**src/rtl/pipe_ctrl_pkg.sv**
```systemverilog
// Shared types and defaults for the pipeline stage controller.
// The stall watchdog is built only when PIPE_STALL_WDOG_EN is defined.
package pipe_ctrl_pkg;

  typedef enum logic [1:0] {
    IDLE       = 2'd0,
    WAIT_DRAIN = 2'd1,
    TAKE       = 2'd2
  } irq_state_e;

  localparam int STAGE_PC = 0;

  localparam int DEF_NUM_STAGES       = 5;
  localparam int DEF_REDIRECT_DEPTH   = 3;
  localparam int DEF_REDIRECT_BUBBLES = 1;
  localparam int DEF_WDOG_W           = 8;
  localparam int DEF_WDOG_LIMIT       = 200;

  localparam int BUBBLE_CNT_W = 3;

endpackage

```
**src/rtl/pipe_irq_sequencer.sv**
```systemverilog
// Interrupt-take handshake: waits for a drained, quiet pipe, then takes the
// interrupt for one cycle, which also acts as a redirect.
//
//   state      | meaning
//   IDLE       | no interrupt pending
//   WAIT_DRAIN | request seen, waiting for no stalls, no redirect, no bubbles
//   TAKE       | interrupt taken this cycle (ack + internal redirect)
module pipe_irq_sequencer
  import pipe_ctrl_pkg::*;
(
  input  logic clk,
  input  logic reset_n,
  input  logic irq_req,
  input  logic redirect,
  input  logic any_stall,
  input  logic bubble_busy,
  output logic irq_ack,
  output logic irq_redirect
);

  irq_state_e state, state_next;

  always_ff @(posedge clk or negedge reset_n) begin
    if (!reset_n) state <= IDLE;
    else          state <= state_next;
  end

  always_comb begin
    state_next = state;
    unique case (state)
      IDLE: begin
        if (irq_req) state_next = WAIT_DRAIN;
      end
      WAIT_DRAIN: begin
        // A request withdrawn while waiting is dropped without an ack.
        if (!irq_req)
          state_next = IDLE;
        else if (!any_stall && !redirect && !bubble_busy)
          state_next = TAKE;
      end
      TAKE:    state_next = IDLE;
      default: state_next = IDLE;
    endcase
  end

  always_comb begin
    irq_ack      = (state == TAKE);
    irq_redirect = (state == TAKE);
  end

endmodule

```
**src/rtl/pipeline_stage_controller.sv**
```systemverilog
// Per-stage enable/clear generation from stall and flush requests, with a
// redirect bubble tail, interrupt take sequencing and an optional stall
// watchdog (PIPE_STALL_WDOG_EN).
module pipeline_stage_controller
  import pipe_ctrl_pkg::*;
#(
  parameter int NUM_STAGES       = DEF_NUM_STAGES,
  parameter int REDIRECT_DEPTH   = DEF_REDIRECT_DEPTH,
  parameter int REDIRECT_BUBBLES = DEF_REDIRECT_BUBBLES,
  parameter int WDOG_W           = DEF_WDOG_W,
  parameter int WDOG_LIMIT       = DEF_WDOG_LIMIT
) (
  input  logic                  clk,
  input  logic                  reset_n,
  input  logic [NUM_STAGES-1:0] stall_req,
  input  logic [NUM_STAGES-1:0] flush_req,
  input  logic                  redirect,
  input  logic                  irq_req,
  output logic                  irq_ack,
  output logic [NUM_STAGES-1:0] stage_en,
  output logic [NUM_STAGES-1:0] stage_clr,
  output logic [WDOG_W-1:0]     stall_cycles,
  output logic                  wdog_timeout
);

  localparam logic [NUM_STAGES-1:0] CLR_RESET = {{(NUM_STAGES-1){1'b1}}, 1'b0};

  logic [NUM_STAGES-1:0]   hold;
  logic [NUM_STAGES-1:0]   clr;
  logic [BUBBLE_CNT_W-1:0] bubble_cnt;
  logic                    bubble_busy;
  logic                    irq_redirect;
  logic                    redir_eff;
  logic                    any_stall;
  logic                    flush_pc_unused;

  assign flush_pc_unused = flush_req[STAGE_PC];
  assign any_stall       = |stall_req;
  assign bubble_busy     = (bubble_cnt != '0);
  assign redir_eff       = redirect | irq_redirect;

  // A stall anywhere downstream holds every register upstream of it.
  always_comb begin
    hold = '0;
    for (int i = 0; i < NUM_STAGES; i++) begin
      for (int j = i; j < NUM_STAGES; j++) begin
        if (stall_req[j]) hold[i] = 1'b1;
      end
    end
  end

  always_comb begin
    clr = '0;
    for (int i = 1; i < NUM_STAGES; i++) begin
      clr[i] = (redir_eff && (i <= REDIRECT_DEPTH)) ||
               (!hold[i] && (flush_req[i] || hold[i-1] ||
                             ((i == 1) && bubble_busy)));
    end
  end

  assign stage_en  = reset_n ? ~hold : '0;
  assign stage_clr = reset_n ? clr   : CLR_RESET;

  always_ff @(posedge clk or negedge reset_n) begin
    if (!reset_n)
      bubble_cnt <= '0;
    else if (redir_eff)
      bubble_cnt <= BUBBLE_CNT_W'(REDIRECT_BUBBLES);
    else if (bubble_busy)
      bubble_cnt <= bubble_cnt - 1'b1;
  end

  pipe_irq_sequencer u_irq_seq (
    .clk          (clk),
    .reset_n      (reset_n),
    .irq_req      (irq_req),
    .redirect     (redirect),
    .any_stall    (any_stall),
    .bubble_busy  (bubble_busy),
    .irq_ack      (irq_ack),
    .irq_redirect (irq_redirect)
  );

`ifdef PIPE_STALL_WDOG_EN
  localparam logic [WDOG_W-1:0] CNT_MAX = '1;

  logic [WDOG_W-1:0] stall_cnt;
  logic [WDOG_W-1:0] stall_cnt_next;
  logic              timeout_q;

  always_comb begin
    if (stage_en[NUM_STAGES-1])
      stall_cnt_next = '0;
    else if (stall_cnt == CNT_MAX)
      stall_cnt_next = stall_cnt;
    else
      stall_cnt_next = stall_cnt + 1'b1;
  end

  // The flag rises on the same edge the count reaches the limit.
  always_ff @(posedge clk or negedge reset_n) begin
    if (!reset_n) begin
      stall_cnt <= '0;
      timeout_q <= 1'b0;
    end else begin
      stall_cnt <= stall_cnt_next;
      if (stall_cnt_next == WDOG_W'(WDOG_LIMIT)) timeout_q <= 1'b1;
    end
  end

  assign stall_cycles = stall_cnt;
  assign wdog_timeout = timeout_q;
`else
  logic wdog_limit_unused;
  assign wdog_limit_unused = (WDOG_W'(WDOG_LIMIT) == '0);
  assign stall_cycles      = '0;
  assign wdog_timeout      = 1'b0;
`endif

endmodule
```
**config.mk**
```make
export PLATFORM = sky130hd
export DESIGN_NAME = pipeline_stage_controller
export DESIGN_NICKNAME = d
export VERILOG_FILES = /design/src/rtl/pipe_ctrl_pkg.sv /design/src/rtl/pipe_irq_sequencer.sv /design/src/rtl/pipeline_stage_controller.sv
export SDC_FILE = /design/constraint.sdc
export NUM_CORES = 1
export LEC_CHECK = 0
export ABC_AREA = 1
export CAP_MARGIN = 25
export CORE_MARGIN = 5
export CORE_UTILIZATION = 25
export DETAILED_ROUTE_END_ITERATION = 8
export GPL_TIMING_DRIVEN = 1
export PLACE_DENSITY_LB_ADDON = 0.15
export SLEW_MARGIN = 15
export SYNTH_ARGS = -nofsm -noshare
export SYNTH_HDL_FRONTEND = slang
export SYNTH_SLANG_ARGS = --single-unit
```
**constraint.sdc**
```tcl
create_clock -name clk -period 2.3 [get_ports clk]
set_input_delay 0.69 -clock clk [delete_from_list [all_inputs] [get_ports clk]]
set_output_delay 0.69 -clock clk [all_outputs]
set_load 0.03 [all_outputs]
```
==> metrics.yaml, run 1 <==
hold_violations: 0
crit_chain: "dlygate4sd2_1 > inv_2 > nand2_4 > nor4_2 > buf_4"
holdCritStartpoint: "bubble_cnt[2]$_DFFE_PN0P_"
rrSetupSlack_ns: 0.98
path_clk_slew_ns: 0.04
cts-root-buf: "clkbuf_4"
path_max_fanout: 5
p_leak_uw: 0.000422
worst_slack_ns: 0.0640
fp-row-count: 15
synth_cell_type_count: 18
netlist_area_um2: 472
clock_sinks: 5
wl_per_cell_um: 9.23
htree_levels: 1
fin_crit_ns: 2.24
ios: 34
start_util: 0.267
vias: 485
dr.pass1.iters: 2
core_region_area_mm2: 0.00176
place_congestion: 0.773
rr_startpoint: "bubble_cnt[0]$_DFFE_PN0P_"
viasPerCell: 3.85
die_h_um: 53.4
end_kind: "output pin"
grt_pass1_vias: 399
fin_util: 0.435
die_w_um: 53.4
final_layout_size_suffix_gt1_frac: 0.337
numCtsBuffers: 3
setup_viol: 0
cts_tree: "built"
period_share: 0.972
cp-start-kind: "input port"
ys_seq_area_frac: 0.265
status: "finished clean"
antenna_found_initial: 0
cts_hold_buf: 0
avgSynthCellArea_um2: 6.94
worstHoldPathCells: 2
ys_warn_count: 0
grt_pass1_wl_mm: 1.67
clock_tree.buffer_depth: 2
n_antenna_cell: 0
final_nets: 118
crit_required_ns: 1.61
fmax_mhz: 447
min_to: "bubble_cnt[2]$_DFFE_PN0P_"
grt_max_degree: 7
grt_use_total: 0.0828
dp_slack_ns: -0.509
worstPathArrival_ns: 1.55
drv_cap: 0
dieArea_mm2: 0.00286
r2r_cells: 8
drt_iter0_drc: 2
worstHoldPathType: "reg2reg"
r2r-end: "u_irq_seq.state[1]$_DFFE_PN0P_"
worstSetupPathType: "in2out"
clkLatencyLatePin_ns: 0.25
wirelength_mm: 1.16
ys_ff_latch: 5
postSynthCellCount: 68
crit_slowest_cell: "nor4_2"
cp_slowest_stage_delay_ns: 0.26
slew_viol_final: 0
grt_overflow: 0
drc_errors: 0
place_hpwl_um: 986
io_buffer_count: 22
ant_nets: 0
clock_skew_ns: 0.0103
syn_to_final_growth_pct: 62.6
powerDensity_mw_per_mm2: 569
max-vdd-ir-drop_v: 0.000437
flip-flops by register name (all words and copies together), names as in the netlist:
signal	flops
bubble_cnt	3
u_irq_seq.state	2
critical path, delay by kind of cell:
| family | cells | cell delay, ns |
|---|---|---|
| buffers and inverters | 3 | 0.52 |
| AND/OR/NAND/NOR | 2 | 0.33 |
repair_timing:
item,in CTS,in global routing
setup buffers,1,0
gates resized for setup,12,7
pin swaps,3,5
setup endpoints to repair,8,3
synthesized netlist by cell type:
master   number  area (um2)
dfrtp_1       5         125
nor4_1        1        6.26
nand2_4       1        11.3
a21oi_1       1        5.00
nand3_2       1        10.0
nor2_4        1        11.3
inv_1        10        37.5
nand3_1       6        30.0
nor2_2        4        25.0
nor3_1        1        5.00
buf_4        10        75.1
inv_2         3        11.3
o21ai_1       4        20.0
nor3_2        1        10.0
nor2_1        7        26.3
nand2_1       9        33.8
conb_1        1        3.75
ha_1          2        25.0
logic make-up after synthesis:
kind of cell             synth area share
other                             0.00795
AO/OA/AOI/OAI                      0.0530
AND/OR/NAND/NOR                     0.358
adder cells (fa/ha/maj)            0.0530
buffers and inverters               0.263
flip-flops                          0.265
final cells by class:
class / instances / area, um2
clock buffers: 4 / 26.3
fillers: 192 / 997
inverters: 13 / 48.8
multi-input cells: 49 / 270
flip-flops and latches: 5 / 125
well taps: 25 / 31.3
repair buffers: 30 / 265
worst max-delay path by stage:
stage / startpoint / endpoint / depth (start not counted)
floorplan: stall_req[4] / stage_en[2] / 3
global placement: reset_n / stage_clr[3] / 5
detailed placement: reset_n / stage_clr[3] / 5
CTS: stall_req[0] / stage_clr[1] / 6
global route: flush_req[1] / stage_clr[1] / 6
finish: stall_req[3] / stage_en[1] / 5
stage by stage:
stage / area [um2] / hold slack (ns) / power [uW] / setup TNS, ns / std cells
after floorplan: 512 / 0.394 / 274 / 0 / 77
after CTS: 746 / 0.501 / 442 / 0 / 126
final: 767 / 0.494 / 436 / 0 / 126
after global placement: 728 / 0.485 / 337 / -1.59 / 122
after detailed placement: 728 / 0.492 / 339 / -1.53 / 122
after global routing: 767 / 0.511 / 485 / -0.0197 / 126
per-layer routing:
layer,routed length (um),part of all wire,vias to the layer above,GRT usage
met5,0,0,-,0
met4,0,0,0,0.0255
met3,162,0.14,0,0.0507
met2,440,0.38,28,0.102
met1,559,0.48,201,0.114
li1,-,-,256,-
power breakdown:
group	internal, uW	switching [uW]	total, uW
logic	85.6	125	211
registers	112	11.5	123
clock network	65.6	37.2	103
cell usage in the layout, fill, tap and decap left out, types with 2 or more instances in the layout:
cell              n
buf_4            13
buf_6             3
clkbuf_4          3
clkdlybuf4s50_1   5
conb_1           10
dfrtp_1           5
dlygate4sd2_1     5
dlymetal6s2s_1    2
ha_1              2
inv_1            10
inv_2             3
nand2_1           9
nand3_1           5
nand3_2           2
nor2_1            6
nor2_2            5
o21ai_1           4
Note: power is estimated with default switching activity, not from simulation.
==> inputs of run 2 (changes only) <==
--- a/config.mk
+++ b/config.mk
@@ -11,6 +11,7 @@
 export CORE_UTILIZATION = 25
 export DETAILED_ROUTE_END_ITERATION = 8
 export GPL_TIMING_DRIVEN = 1
+export HOLD_SLACK_MARGIN = 0.1
 export PLACE_DENSITY_LB_ADDON = 0.15
 export SLEW_MARGIN = 15
 export SYNTH_ARGS = -nofsm -noshare
==> results of run 2 <==
Final layout, timing and power as in run 1 (identical DEF).
